--- config.mk ---
export PLATFORM = sky130hd
export DESIGN_NAME = ascon_ctrl_fsm
export DESIGN_NICKNAME = d
export VERILOG_FILES = /design/src/rtl/ascon_pack.sv /design/src/rtl/round_counter.sv /design/src/rtl/ascon_ctrl_fsm.sv
export SDC_FILE = /design/constraint.sdc
export NUM_CORES = 1
export LEC_CHECK = 0
export ABC_AREA = 1
export CAP_MARGIN = 20
export CORE_MARGIN = 3
export CORE_UTILIZATION = 50
export CTS_CLUSTER_DIAMETER = 60
export CTS_CLUSTER_SIZE = 14
export DETAILED_ROUTE_END_ITERATION = 16
export GPL_TIMING_DRIVEN = 0
export HOLD_SLACK_MARGIN = 0.12
export MAX_ROUTING_LAYER = met4
export PLACE_DENSITY = 0.82
export SETUP_SLACK_MARGIN = 0.2
export SYNTH_ARGS = -nofsm -noshare
export SYNTH_HDL_FRONTEND = slang
export SYNTH_SLANG_ARGS = --single-unit
--- constraint.sdc ---
create_clock -name clock_i -period 2.2 [get_ports clock_i]
set_input_delay 0.55 -clock clock_i [delete_from_list [all_inputs] [get_ports clock_i]]
set_output_delay 0.55 -clock clock_i [all_outputs]
set_load 0.01 [all_outputs]
--- src/rtl/ascon_pack.sv ---
// Shared types and round constants for the ASCON-128 sequencing controller.
package ascon_pack;

    typedef enum logic [2:0] {
        ST_IDLE    = 3'd0,
        ST_INIT    = 3'd1,
        ST_WAIT_AD = 3'd2,
        ST_AD      = 3'd3,
        ST_WAIT_PT = 3'd4,
        ST_PT      = 3'd5,
        ST_FINAL   = 3'd6
    } type_ctrl_state;

    localparam logic [3:0] ROUND_FIRST_A = 4'd0;
    localparam logic [3:0] ROUND_FIRST_B = 4'd6;
    localparam logic [3:0] ROUND_LAST    = 4'd11;

endpackage

--- src/rtl/round_counter.sv ---
// 4-bit round counter with load/increment and a registered terminal-round flag.
module round_counter
    import ascon_pack::*;
(
    input  logic       clock,
    input  logic       reset,
    input  logic       load,
    input  logic [3:0] load_value,
    input  logic       increment,
    output logic [3:0] count,
    output logic       last
);

    logic [3:0] count_r;
    logic       last_r;
    logic [3:0] next_count_s;

    // Next count: load wins over increment.
    always_comb begin
        next_count_s = count_r;
        if (load) begin
            next_count_s = load_value;
        end else if (increment) begin
            next_count_s = count_r + 4'd1;
        end else begin
            next_count_s = count_r;
        end
    end

    // Count register and flag computed from the next value so both update together.
    always_ff @(posedge clock or posedge reset) begin
        if (reset) begin
            count_r <= 4'd0;
            last_r  <= 1'b0;
        end else begin
            count_r <= next_count_s;
            last_r  <= (next_count_s == ROUND_LAST);
        end
    end

    assign count = count_r;
    assign last  = last_r;

endmodule

--- src/rtl/ascon_ctrl_fsm.sv ---
// Phase sequencer for the ASCON-128 permutation datapath with a valid/ready block source.
module ascon_ctrl_fsm
    import ascon_pack::*;
#(
    parameter int ROUNDS_A = 12,
    parameter int ROUNDS_B = 6
) (
    input  logic       clock_i,
    input  logic       reset_i,
    input  logic       start_i,
    input  logic       data_valid_i,
    input  logic       data_last_i,
    output logic       data_ready_o,
    output logic [3:0] round_o,
    output logic       select_o,
    output logic       enable_o,
    output logic       xor_data_begin_o,
    output logic       xor_key_begin_o,
    output logic       xor_key_end_o,
    output logic       xor_ext_end_o,
    output logic       enable_cipher_o,
    output logic       enable_tag_o,
    output logic       busy_o,
    output logic       cipher_valid_o,
    output logic       tag_valid_o
);

    // Every phase finishes on ROUND_LAST, so the first round follows from the phase length.
    localparam logic [3:0] FIRST_A      = 4'(ROUND_LAST + 4'd1 - 4'(ROUNDS_A));
    localparam logic [3:0] FIRST_B      = 4'(ROUND_LAST + 4'd1 - 4'(ROUNDS_B));
    localparam logic [3:0] FIRST_A_NEXT = 4'(FIRST_A + 4'd1);

    type_ctrl_state state_r;
    type_ctrl_state next_state_s;
    logic           ad_last_r;
    logic           cipher_valid_r;
    logic           tag_valid_r;

    logic       load_s;
    logic [3:0] load_value_s;
    logic       inc_s;
    logic [3:0] count_s;
    logic       last_s;

    logic       ready_s;
    logic [3:0] round_s;
    logic       select_s;
    logic       enable_s;
    logic       xdb_s;
    logic       xkb_s;
    logic       xke_s;
    logic       xee_s;
    logic       enc_s;
    logic       ent_s;

    round_counter u_round_counter (
        .clock      (clock_i),
        .reset      (reset_i),
        .load       (load_s),
        .load_value (load_value_s),
        .increment  (inc_s),
        .count      (count_s),
        .last       (last_s)
    );

    // Next state, counter control and datapath controls (Mealy in the wait states).
    always_comb begin
        next_state_s = state_r;
        load_s       = 1'b0;
        load_value_s = FIRST_A;
        inc_s        = 1'b0;
        ready_s      = 1'b0;
        round_s      = count_s;
        select_s     = 1'b1;
        enable_s     = 1'b0;
        xdb_s        = 1'b0;
        xkb_s        = 1'b0;
        xke_s        = 1'b0;
        xee_s        = 1'b0;
        enc_s        = 1'b0;
        ent_s        = 1'b0;
        case (state_r)
            ST_IDLE: begin
                round_s  = 4'd0;
                select_s = 1'b0;
                if (start_i) begin
                    next_state_s = ST_INIT;
                    load_s       = 1'b1;
                    load_value_s = FIRST_A;
                end else begin
                    next_state_s = ST_IDLE;
                end
            end
            ST_INIT: begin
                enable_s = 1'b1;
                select_s = (count_s != FIRST_A);
                if (last_s) begin
                    xke_s        = 1'b1;
                    next_state_s = ST_WAIT_AD;
                    load_s       = 1'b1;
                    load_value_s = FIRST_B;
                end else begin
                    inc_s = 1'b1;
                end
            end
            ST_WAIT_AD: begin
                round_s = FIRST_B;
                if (data_valid_i) begin
                    ready_s      = 1'b1;
                    enable_s     = 1'b1;
                    xdb_s        = 1'b1;
                    inc_s        = 1'b1;
                    next_state_s = ST_AD;
                end else begin
                    next_state_s = ST_WAIT_AD;
                end
            end
            ST_AD, ST_PT: begin
                enable_s = 1'b1;
                if (last_s) begin
                    load_s       = 1'b1;
                    load_value_s = FIRST_B;
                    if (state_r == ST_AD) begin
                        xee_s        = ad_last_r;
                        next_state_s = ad_last_r ? ST_WAIT_PT : ST_WAIT_AD;
                    end else begin
                        next_state_s = ST_WAIT_PT;
                    end
                end else begin
                    inc_s = 1'b1;
                end
            end
            ST_WAIT_PT: begin
                round_s = FIRST_B;
                if (data_valid_i) begin
                    ready_s  = 1'b1;
                    enable_s = 1'b1;
                    xdb_s    = 1'b1;
                    enc_s    = 1'b1;
                    if (data_last_i) begin
                        // The last plaintext cycle doubles as round 0 of finalisation.
                        round_s      = FIRST_A;
                        xkb_s        = 1'b1;
                        load_s       = 1'b1;
                        load_value_s = FIRST_A_NEXT;
                        next_state_s = ST_FINAL;
                    end else begin
                        inc_s        = 1'b1;
                        next_state_s = ST_PT;
                    end
                end else begin
                    next_state_s = ST_WAIT_PT;
                end
            end
            ST_FINAL: begin
                enable_s = 1'b1;
                if (last_s) begin
                    xke_s        = 1'b1;
                    ent_s        = 1'b1;
                    next_state_s = ST_IDLE;
                end else begin
                    inc_s = 1'b1;
                end
            end
            default: begin
                round_s      = 4'd0;
                select_s     = 1'b0;
                next_state_s = ST_IDLE;
            end
        endcase
    end

    // State, AD-last latch and the one-cycle valid pulses.
    always_ff @(posedge clock_i or posedge reset_i) begin
        if (reset_i) begin
            state_r        <= ST_IDLE;
            ad_last_r      <= 1'b0;
            cipher_valid_r <= 1'b0;
            tag_valid_r    <= 1'b0;
        end else begin
            state_r        <= next_state_s;
            cipher_valid_r <= enc_s;
            tag_valid_r    <= ent_s;
            if ((state_r == ST_WAIT_AD) && data_valid_i) begin
                ad_last_r <= data_last_i;
            end
        end
    end

    assign data_ready_o     = ready_s;
    assign round_o          = round_s;
    assign select_o         = select_s;
    assign enable_o         = enable_s;
    assign xor_data_begin_o = xdb_s;
    assign xor_key_begin_o  = xkb_s;
    assign xor_key_end_o    = xke_s;
    assign xor_ext_end_o    = xee_s;
    assign enable_cipher_o  = enc_s;
    assign enable_tag_o     = ent_s;
    assign busy_o           = (state_r != ST_IDLE);
    assign cipher_valid_o   = cipher_valid_r;
    assign tag_valid_o      = tag_valid_r;

endmodule

==> summary.txt <==
Clock network
  • CTS HTree Levels: 1
  • Clock latency on the worst-skew pair: 0.27 ns
  • CTS Buf Count: 3
  • CTS clk-pin slew, worst paths: 0.08 ns
  • Hold-fix buffers at CTS: 0
  • Longest Clk Path Bufs: 2
  • Root Buffer: clkbuf_4
  • Clock sink count: 11
  • CTS tree: built

Logic synthesis
  • Post-synthesis xor/xnor area fraction: 2.24%
  • Synth Area in Adders: 3.19%
  • Mean Syn Cell Area: 7.46 um2
  • Fraction of registers with async set/reset: 100%
  • Post-synthesis instance total: 105
  • Most common cell in the netlist: nand2_1
  • Synth unique cells: 21
  • Post-synthesis mux area share: 0%
  • Synth area leader: dfrtp_1
  • Synth Cell Area: 783 um2
  • Simple-gate share of the synthesized area: between 40 and 50%
  • Syn Nets: 112
  • Ys Warns: 0
  • Synth top area share: 35.1%
  • Post-synthesis sequential area ratio: 35.1%
  • #FFs+latches synth: 11
  • Number of enable flip-flop cells after synthesis: 0
  • Ys flop type: dfrtp_1
  • Synth area leaders: dfrtp_1, nand2_1, inv_1
  • Synth cell count leaders: nand2_1, inv_1, dfrtp_1
  • Largest family of logic cells by synthesized area: simple AND/OR/NAND/NOR gates
  • Synth Area in Compound Gates: 7.83%

GRT
  • Tot GR Track Use: a little under a quarter
  • Pin count of the biggest net entering global routing: 12
  • Global-route wire length before repair: 3360 um
  • Vias in the first global route: 770
  • Congestion Overflow GR: 0
  • Initial antenna violation count: 0

Placed design
  • Placed cells: 140
  • Pre-CTS setup slack: -0.523 ns
  • GPL Wtd Cong: 0.873
  • I/O Buffers: 20
  • Dpl cell area: 0.00100 mm2
  • Detailed placer's ending HPWL: roughly 1400 um

Outcome
  • Status: completed

Timing
  • Pins Over Slew Limit: 0
  • Pin slew with the least headroom to its limit: 0.447 ns
  • TNS Setup: 0 ns
  • Final worst path period share: 91.3%
  • RSZ-0062 raised after global routing: true
  • Final-report hold violation count: 0
  • Max transition margin: 70.1%
  • Clock skew: ~0.0076 ns
  • Minimum clock period: 2.01 ns
  • Hold Slack: between 0.5 and 0.6 ns
  • Maximum clock frequency: roughly 500 MHz
  • Worst setup margin: 0.191 ns
  • # setup viols final: 0

Die
  • Die footprint: 0.00208 mm2
  • Die Wd: 45.6 um
  • Die height: around 46 um
  • FP Rows: 13
  • Initial Util: between 50% and 60%
  • Io pins: 21
  • Core Area: 0.00138 mm2

Final layout
  • Nets: between 100 and 150
  • Final cell count without fillers: around 150
  • Fillcell total: 94
  • Layout cell share with drive strength beyond 1: 38.0%
  • Final instance area: 0.00110 mm2
  • Area grow syn2layout: 41.1%
  • Post-layout util: 79.9%
  • Ant diodes: 0

Detailed routing
  • WL met1: between 900 and 1000 um
  • Average wire per standard cell: 13.7 um
  • Via count: 819
  • Met2 wire length: approximately 1000 um
  • WL final: 2090 um
  • Final ANT Viol Nets: 0
  • Router iterations before antenna repair: 4
  • 1st-iter DRT viols: 18
  • Met3 WL post-DR: 127 um
  • Top layer in use: met4
  • DRC: 0
  • Vias per Instance: roughly 5.4

Job
  • Max Cap Viol: 0

Worst setup path
  • CP Launch Point: state_r[1]$_DFFE_PP0P_
  • Slowest CP cell: dfrtp_1
  • CP Launch Type: flop
  • CP cell instances: buf_6 -> nor2_4 -> nand2_2 -> nor2_4 -> inv_2 -> nand2_1 -> buf_4 -> clkbuf_2
  • Kind of critical path: flop to output port
  • CP required: about 1.7 ns
  • Worst setup path end: xor_data_begin_o
  • CP arrival: 1.46 ns
  • Critical R2R Launch: state_r[1]$_DFFE_PP0P_
  • Slowest stage delay, CP: 0.38 ns
  • CP Capture Type: output port
  • Cell mode on critical path: nor2_4
  • Reg2reg end: u_round_counter.last$_DFF_PP0_
  • Critical-path maximum fanout: 8
  • R2r setup slk: between 0.6 and 0.7 ns
  • Worst R2R Path Depth: 10

Worst hold path
  • Min-delay worst type: flop to flop

Pwr
  • Peak VDD IR: between 0.8 and 0.9 mV
  • Cell leakage power: 0.574 nW
  • Total power: 1.56 mW
  • PD cells: 1410 mW/mm2
[sequential cells by signal, indices dropped and copies added, names as in the netlist]
register               count
tag_valid_o                1
state_r                    3
cipher_valid_o             1
u_round_counter.last       1
ad_last_r                  1
u_round_counter.count      4
[placed cells by master, fill, tap and decap left out, types with 2 or more instances in the layout]
| cell | count |
|---|---|
| clkbuf_4 | 3 |
| buf_4 | 8 |
| dfrtp_1 | 10 |
| buf_2 | 8 |
| nor2_1 | 6 |
| dlygate4sd2_1 | 4 |
| a21oi_1 | 3 |
| nand3_4 | 3 |
| clkbuf_2 | 2 |
| nand3_1 | 9 |
| nand2_1 | 19 |
| nand4_1 | 3 |
| clkdlybuf4s15_1 | 2 |
| nand2_4 | 2 |
| xor2_1 | 2 |
| o21ai_0 | 3 |
| buf_6 | 3 |
| inv_2 | 4 |
| nand2_2 | 8 |
| o21ai_1 | 3 |
| ha_1 | 2 |
| nor2_4 | 6 |
| inv_1 | 12 |
| clkdlybuf4s50_1 | 4 |
[cell families (layout without fill, tap and decap cells)]
family / after synthesis / in the layout
and+or+nand+nor: 59 / 59
buffers and inverters: 20 / 52
xor gates and xnor gates: 2 / 2
AOI/OAI and AO/OA: 11 / 11
adders and majority gates: 2 / 2
DFF: 11 / 11
[worst max-delay path: cells and delay by family, from the launching register on]
kind | cells | cell delay, ns
simple gates | 4 | 0.40
flops | 1 | 0.38
buf+inv | 4 | 0.40
[report_power, final]
| group | internal (mW) | total, mW | switching [mW] |
|---|---|---|---|
| Clock | 0.0702 | 0.144 | 0.0737 |
| Combinational | 0.429 | 1.07 | 0.636 |
| Sequential | 0.281 | 0.349 | 0.0672 |
[area by class of cell]
cell class	count	area, um2	area share [%]
repair buffers	28	209	18.9
flip-flops and latches	11	277	25.0
multi-input cells	74	477	43.1
inverters	17	67.6	6.12
plain buffers	3	30.0	2.72
well taps	15	18.8	1.70
clock buffers	4	26.3	2.38
[worst min path at each step]
stage,from,endpoint,cells past startpoint
after floorplan,reset_i,ad_last_r$_DFFE_PP0P_,1
after global placement,ad_last_r$_DFFE_PP0P_,ad_last_r$_DFFE_PP0P_,2
after detailed placement,ad_last_r$_DFFE_PP0P_,ad_last_r$_DFFE_PP0P_,2
after CTS,ad_last_r$_DFFE_PP0P_,ad_last_r$_DFFE_PP0P_,2
after global routing,ad_last_r$_DFFE_PP0P_,ad_last_r$_DFFE_PP0P_,2
final,ad_last_r$_DFFE_PP0P_,ad_last_r$_DFFE_PP0P_,2
[routing by layer]
| layer | vias to the layer above | global-route usage, % |
|---|---|---|
| met5 | - | - |
| met2 | 28 | 37.6 |
| met3 | 2 | 2.37 |
| li1 | 399 | - |
| met1 | 390 | 28.3 |
| met4 | 0 | 8.77 |
[timing repair]
item | 4_1_cts | 5_1_grt
pin swaps | 2 | 4
endpoints found under the hold margin | 0 | 0
setup buffers | 3 | 5
resized for setup | 47 | 25
endpoints found under the setup margin | 14 | 13
Power figures use the tool's default switching activity.
